## config.mk

```make
export PLATFORM = sky130hd
export DESIGN_NAME = game_turn_fsm
export DESIGN_NICKNAME = d
export VERILOG_FILES = /design/src/rtl/game_pkg.sv /design/src/rtl/game_turn_fsm_timer.sv /design/src/rtl/game_turn_fsm.sv
export SDC_FILE = /design/constraint.sdc
export NUM_CORES = 1
export LEC_CHECK = 0
export ABC_AREA = 1
export BUFFER_PORTS_ARGS = -buffer_cell sky130_fd_sc_hd__buf_2
export CORE_MARGIN = 5
export CORE_UTILIZATION = 49
export DETAILED_ROUTE_END_ITERATION = 7
export PLACE_DENSITY_LB_ADDON = 0.08
export SLEW_MARGIN = 10
export SYNTH_ARGS = -nofsm -noshare
export SYNTH_HDL_FRONTEND = slang
export SYNTH_SLANG_ARGS = --single-unit
export TNS_END_PERCENT = 100
```

## constraint.sdc

```tcl
create_clock -name clk -period 2.2 [get_ports clk]
set_input_delay 0.44 -clock clk [delete_from_list [all_inputs] [get_ports clk]]
set_output_delay 0.44 -clock clk [all_outputs]
set_load 0.005 [all_outputs]
```

## src/rtl/game_pkg.sv

```systemverilog
// game_pkg: shared state type and parameter defaults for the
// board-game turn controller.
package game_pkg;

    localparam int GAME_MAX_PLAYERS = 4;
    localparam int GAME_MIN_PLAYERS = 2;
    localparam int GAME_KEY_W       = 4;

    typedef enum logic [2:0] {
        ST_IDLE  = 3'd0,
        ST_SETUP = 3'd1,
        ST_ARM   = 3'd2,
        ST_FLIP  = 3'd3,
        ST_JUDGE = 3'd4,
        ST_MISS  = 3'd5,
        ST_MOVE  = 3'd6,
        ST_DONE  = 3'd7
    } game_state_e;

endpackage

```

## src/rtl/game_turn_fsm_timer.sv

```systemverilog
// turn_timer: counts enabled ticks and pulses tc_o on the tick that
// reaches TIMEOUT_TICKS; clr_i holds the count at zero.
module turn_timer #(
    parameter int TIMEOUT_TICKS = 10
) (
    input  logic clk,
    input  logic rst_n,
    input  logic clr_i,
    input  logic en_i,
    output logic tc_o
);

    localparam int CNT_W = $clog2(TIMEOUT_TICKS + 1);
    localparam logic [CNT_W-1:0] LAST = CNT_W'(TIMEOUT_TICKS - 1);

    logic [CNT_W-1:0] cnt_q;
    logic [CNT_W-1:0] cnt_d;

    assign tc_o = en_i && !clr_i && (cnt_q == LAST);

    always_comb begin
        cnt_d = cnt_q;
        if (clr_i) begin
            cnt_d = '0;
        end else if (en_i) begin
            cnt_d = tc_o ? '0 : cnt_q + 1'b1;
        end
    end

    always_ff @(posedge clk or negedge rst_n) begin
        if (!rst_n) begin
            cnt_q <= '0;
        end else begin
            cnt_q <= cnt_d;
        end
    end

endmodule

```

## src/rtl/game_turn_fsm.sv

```systemverilog
// game_turn_fsm: sequences setup, card flips, match judgement and turn
// rotation; tracks every player's position and declares the winner.
module game_turn_fsm
    import game_pkg::*;
#(
    parameter int MAX_PLAYERS   = GAME_MAX_PLAYERS,
    parameter int MIN_PLAYERS   = GAME_MIN_PLAYERS,
    parameter int TRACK_LEN     = 24,
    parameter int KEY_W         = GAME_KEY_W,
    parameter int TIMEOUT_TICKS = 10,
    localparam int PID_W = (MAX_PLAYERS > 1) ? $clog2(MAX_PLAYERS) : 1,
    localparam int POS_W = $clog2(TRACK_LEN)
) (
    input  logic                         clk,
    input  logic                         rst_n,
    input  logic                         start,
    input  logic [KEY_W-1:0]             key,
    input  logic                         key_vld,
    input  logic                         cont,
    input  logic                         match_vld,
    input  logic                         match,
    input  logic                         tick,
    input  logic                         abort,
    output logic                         setup_wr,
    output logic                         await_flip,
    output logic                         advance,
    output logic                         timeout,
    output logic [PID_W-1:0]             cur_player,
    output logic [PID_W:0]               num_players,
    output logic [MAX_PLAYERS*POS_W-1:0] pos_bus,
    output logic                         winner_vld,
    output logic [PID_W-1:0]             winner
);

    localparam logic [KEY_W-1:0] KEY_MIN  = KEY_W'(MIN_PLAYERS);
    localparam logic [KEY_W-1:0] KEY_MAX  = KEY_W'(MAX_PLAYERS);
    localparam logic [POS_W-1:0] POS_LAST = POS_W'(TRACK_LEN - 1);

    game_state_e      state_q, state_d;
    logic [PID_W-1:0] cur_q, cur_d;
    logic [PID_W:0]   np_q, np_d;
    logic [PID_W-1:0] win_q, win_d;
    logic             timeout_q, timeout_d;
    logic [POS_W-1:0] pos_q [MAX_PLAYERS];
    logic [POS_W-1:0] pos_d [MAX_PLAYERS];

    logic             pos_clr;
    logic             pos_inc;
    logic [POS_W-1:0] cur_pos;
    logic [POS_W-1:0] next_pos;
    logic             key_ok;
    logic             key_flip;
    logic             last_pl;
    logic             tmr_clr;
    logic             tmr_en;
    logic             tmr_tc;

    assign tmr_clr = (state_q != ST_FLIP);
    assign tmr_en  = tick && (state_q == ST_FLIP);

    turn_timer #(
        .TIMEOUT_TICKS(TIMEOUT_TICKS)
    ) u_timer (
        .clk  (clk),
        .rst_n(rst_n),
        .clr_i(tmr_clr),
        .en_i (tmr_en),
        .tc_o (tmr_tc)
    );

    always_comb begin
        cur_pos = '0;
        for (int i = 0; i < MAX_PLAYERS; i++) begin
            if (PID_W'(i) == cur_q) begin
                cur_pos = pos_q[i];
            end
        end
    end

    assign next_pos = cur_pos + 1'b1;
    assign key_ok   = (key >= KEY_MIN) && (key <= KEY_MAX);
    assign key_flip = key_vld && (key != '0);
    assign last_pl  = ({1'b0, cur_q} == (np_q - 1'b1));

    always_comb begin
        state_d   = state_q;
        cur_d     = cur_q;
        np_d      = np_q;
        win_d     = win_q;
        timeout_d = 1'b0;
        pos_clr   = 1'b0;
        pos_inc   = 1'b0;
        if (abort) begin
            state_d = ST_IDLE;
        end else begin
            unique case (state_q)
                ST_IDLE: begin
                    if (start) begin
                        state_d = ST_SETUP;
                        cur_d   = '0;
                        win_d   = '0;
                        pos_clr = 1'b1;
                    end
                end
                ST_SETUP: begin
                    if (key_vld && key_ok) begin
                        np_d    = (PID_W+1)'(key);
                        state_d = ST_ARM;
                    end
                end
                ST_ARM: begin
                    if (cont) state_d = ST_FLIP;
                end
                // A valid key beats a coincident final tick.
                ST_FLIP: begin
                    if (key_flip) begin
                        state_d = ST_JUDGE;
                    end else if (tmr_tc) begin
                        state_d   = ST_MISS;
                        timeout_d = 1'b1;
                    end
                end
                ST_JUDGE: begin
                    if (match_vld) begin
                        state_d = match ? ST_MOVE : ST_MISS;
                    end
                end
                ST_MISS: begin
                    if (cont) begin
                        cur_d   = last_pl ? '0 : cur_q + 1'b1;
                        state_d = ST_FLIP;
                    end
                end
                ST_MOVE: begin
                    pos_inc = 1'b1;
                    if (next_pos == POS_LAST) begin
                        win_d   = cur_q;
                        state_d = ST_DONE;
                    end else begin
                        state_d = ST_FLIP;
                    end
                end
                ST_DONE: begin
                    state_d = ST_DONE;
                end
                default: begin
                    state_d = ST_IDLE;
                end
            endcase
        end
    end

    always_comb begin
        for (int i = 0; i < MAX_PLAYERS; i++) begin
            pos_d[i] = pos_q[i];
            if (pos_clr) begin
                pos_d[i] = '0;
            end else if (pos_inc && (PID_W'(i) == cur_q)) begin
                pos_d[i] = next_pos;
            end
        end
    end

    always_ff @(posedge clk or negedge rst_n) begin
        if (!rst_n) begin
            state_q   <= ST_IDLE;
            cur_q     <= '0;
            np_q      <= '0;
            win_q     <= '0;
            timeout_q <= 1'b0;
            for (int i = 0; i < MAX_PLAYERS; i++) begin
                pos_q[i] <= '0;
            end
        end else begin
            state_q   <= state_d;
            cur_q     <= cur_d;
            np_q      <= np_d;
            win_q     <= win_d;
            timeout_q <= timeout_d;
            for (int i = 0; i < MAX_PLAYERS; i++) begin
                pos_q[i] <= pos_d[i];
            end
        end
    end

    always_comb begin
        pos_bus = '0;
        for (int i = 0; i < MAX_PLAYERS; i++) begin
            pos_bus[i*POS_W +: POS_W] = pos_q[i];
        end
    end

    assign setup_wr    = (state_q == ST_IDLE) || (state_q == ST_SETUP);
    assign await_flip  = (state_q == ST_FLIP);
    assign advance     = (state_q == ST_MOVE);
    assign winner_vld  = (state_q == ST_DONE);
    assign timeout     = timeout_q;
    assign cur_player  = cur_q;
    assign num_players = np_q;
    assign winner      = win_q;

endmodule
```

==> metrics <==
status=finished, final reports clean; worst vdd ir=488.9 uV; Placer Congestion=0.9172; Die ar.=0.005858 sq mm; Top Ports=45; Rel. slew slack=0.4784; Vias=2029; setup total negative slack=0 ns; EDFF count, synth=0; Comb power frac=0.452; Min Clock Period, post-route=2.116 ns; P_sw=1058 uW; Req. time, crit path=2.38 ns; Hold Fails Final Rpt=0; Avg Inst Size Synth=7.721 sq um; Max Cap Violations=0; count leader, synth=nand2_1; P_int=1487 uW; initial drt markers=60; Slew @ Worst Pin=0.7823 ns; FMAX=472.5 MHz; largest net degree at the start of global routing=36; CTS clk-pin slew, worst paths=0.07 ns; initial antenna violation count=0; n_diodes=0; IO Port Bufs=44; GRT Total Usage=0.1874; Final nets=367; core area=0.004324 sq mm; pins over their slew limit=0; Reg area=878.3 sq um; register area share after synthesis=0.4037; die height=76.54 um; Core Rows=24; CTS Root Cell=clkbuf_8; min-delay worst type=in -> async; leakage power=0.001392 uW; maximum clock path buffer count=2; CTS buffer count=5; clk_lat worst skew=0.29 ns; htree depth=2; post-synth top area share=0.4037; Detailed Routing Iterations Pass 1=4; Worst Setup End Kind=register; Netlist Area Pre-Place=0.002170 sq mm; register bit total from synthesis=35; Sw Ratio=0.4156; Final ANT Viol Nets=0; Die Span X=76.54 um; Initial Utilization=0.5017; DP HPWL=4.014 mm; WP data arrival=2.30 ns; CP max FO=5; area of the multi-input gates=0.001210 sq mm; filler instances=413; crit path kind=reg -> reg; DR vias/cell=5.098; Worst Setup Start Kind=register; GRT overflow=0; Post-Syn Instances=281; cell taking the most area after synthesis=dfrtp_1; Final Skew=0.006503 ns; vias in the first global route=1972; top_reg_cell synth=dfrtp_1; detailed-route DRC error count=0; Ys Warns=0; Async S/R FF share, synth=1.000; # setup viols final=0; Synth top cells by count=nand2_1, dfrtp_1, inv_1, nand3_1, nor2_1; # clock sinks=35; Hold WS=0.2296 ns; Netlist cell types=34; Wirelength per Cell=13.54 um; Tcrit/Tclk final=0.9619; DRT Wirelength=5.387 mm; Layout area overhead=25.37%; global-route wire length before repair=8.963 mm; Area contributors post-synth=dfrtp_1, nand2_1, ha_1, nand3_1, inv_1; Area after DPL=0.002510 sq mm; P per Cell Area=935.6 mW/mm^2; Clock Power Share=0.177; part of the power in registers=0.370; syn_nets=303; layout cells sized above 1=0.3584; CTS tree=built; design area=0.002720 sq mm
cell usage in the layout (no fill, tap or decap), drive strengths merged:
| cell type | instances |
|---|---|
| nand4 | 1 |
| clkbuf | 7 |
| nand3b | 1 |
| or2 | 1 |
| a31oi | 1 |
| ha | 9 |
| inv | 35 |
| buf | 60 |
| nor3 | 4 |
| nand2 | 97 |
| dfrtp | 35 |
| o211ai | 1 |
| nand3 | 24 |
| clkinv | 1 |
| xnor2 | 3 |
| o32ai | 1 |
| xor2 | 1 |
| nor2 | 24 |
| o21bai | 1 |
| o21a | 1 |
| o22ai | 3 |
| o21ai | 21 |
| a21oi | 14 |
sequential cells by signal (all words and copies together), names as in the netlist:
register and count:
cur_player 2, num_players 3, pos_bus 20, state_q 3
timeout 1, u_timer.cnt_q 4, winner 2
critical path: stages (launching register included):
cell and delay [ns]:
dfrtp_2 0.45, inv_4 0.10, ha_4 0.17, inv_2 0.06
nand2_1 0.07, nand3_2 0.09, a21oi_4 0.17, ha_2 0.20
inv_2 0.05, a21oi_2 0.12, nand3_2 0.12, nand2_2 0.08
nand3_2 0.07, nand2_2 0.10, nand2_2 0.05, nand2_1 0.06
nand2_1 0.05
cells by family (layout without fill, tap and decap cells):
group / count (synthesis) / in the layout / share of synthesized area
compound gates: 43 / 43 / 0.1153
xor+xnor: 4 / 4 / 0.01615
fa+ha+maj: 9 / 9 / 0.05190
buf+inv: 38 / 103 / 0.07439
flops: 35 / 35 / 0.4037
simple gates: 152 / 152 / 0.3385
final cells by class:
class,count,share of cell area
clock buffer,7,0.02806
clock inverter,1,0.001840
inverter,35,0.05198
multi-input combinational,208,0.4448
sequential,35,0.3229
tap,52,0.02392
timing repair buffer,60,0.1265
per-layer routing:
metal  part of all wire  GRT usage  vias up  routed length [um]
met5                  0          0        -                   0
li1                   -          -     1032                   -
met3              0.054    0.04492       14                 293
met4              0.029    0.08392        0                 155
met1               0.43     0.2270      927                2335
met2               0.48     0.3134       56                2602
worst paths after layout:
path	from	endpoint	slack, ns	depth (start not counted)
max reg2reg	cur_player[1]$_DFFE_PN0P_	winner[0]$_DFFE_PN0P_	0.08	16
max in group asynchronous	rst_n	cur_player[0]$_DFFE_PN0P_	1.43	1
max	cur_player[1]$_DFFE_PN0P_	winner[0]$_DFFE_PN0P_	0.08	16
min	rst_n	winner[1]$_DFFE_PN0P_	0.23	1
min reg2reg	winner[1]$_DFFE_PN0P_	winner[1]$_DFFE_PN0P_	0.48	2
min in group clk	key[0]	num_players[0]$_DFFE_PN0P_	0.39	3
per-stage QoR:
stage	utilization	worst slack (ns)	instances	total power (uW)
3_3_place_gp	0.5804	0.08490	385	2071
4_1_cts	0.6004	0.03232	393	2538
6_report	0.6291	0.08371	398	2545
5_1_grt	0.6291	-0.08226	398	2750
3_5_place_dp	0.5804	-0.01432	385	2079
2_1_floorplan	-	0.06248	281	1644
power by group through the flow:
stage	logic, uW	registers, uW	clock network (uW)
after floorplan	707	937	0
final	1150	942	451
after global placement	1120	946	0
after detailed placement	1130	948	0
after global routing	1290	965	496
after CTS	1130	936	467
timing repair:
action	4_1_cts	5_1_grt
pin swaps	0	8
setup buffers	0	5
endpoints found under the setup margin	2	9
hold buffers	0	0
gates resized for setup	2	24
Power figures use the tool's default switching activity.
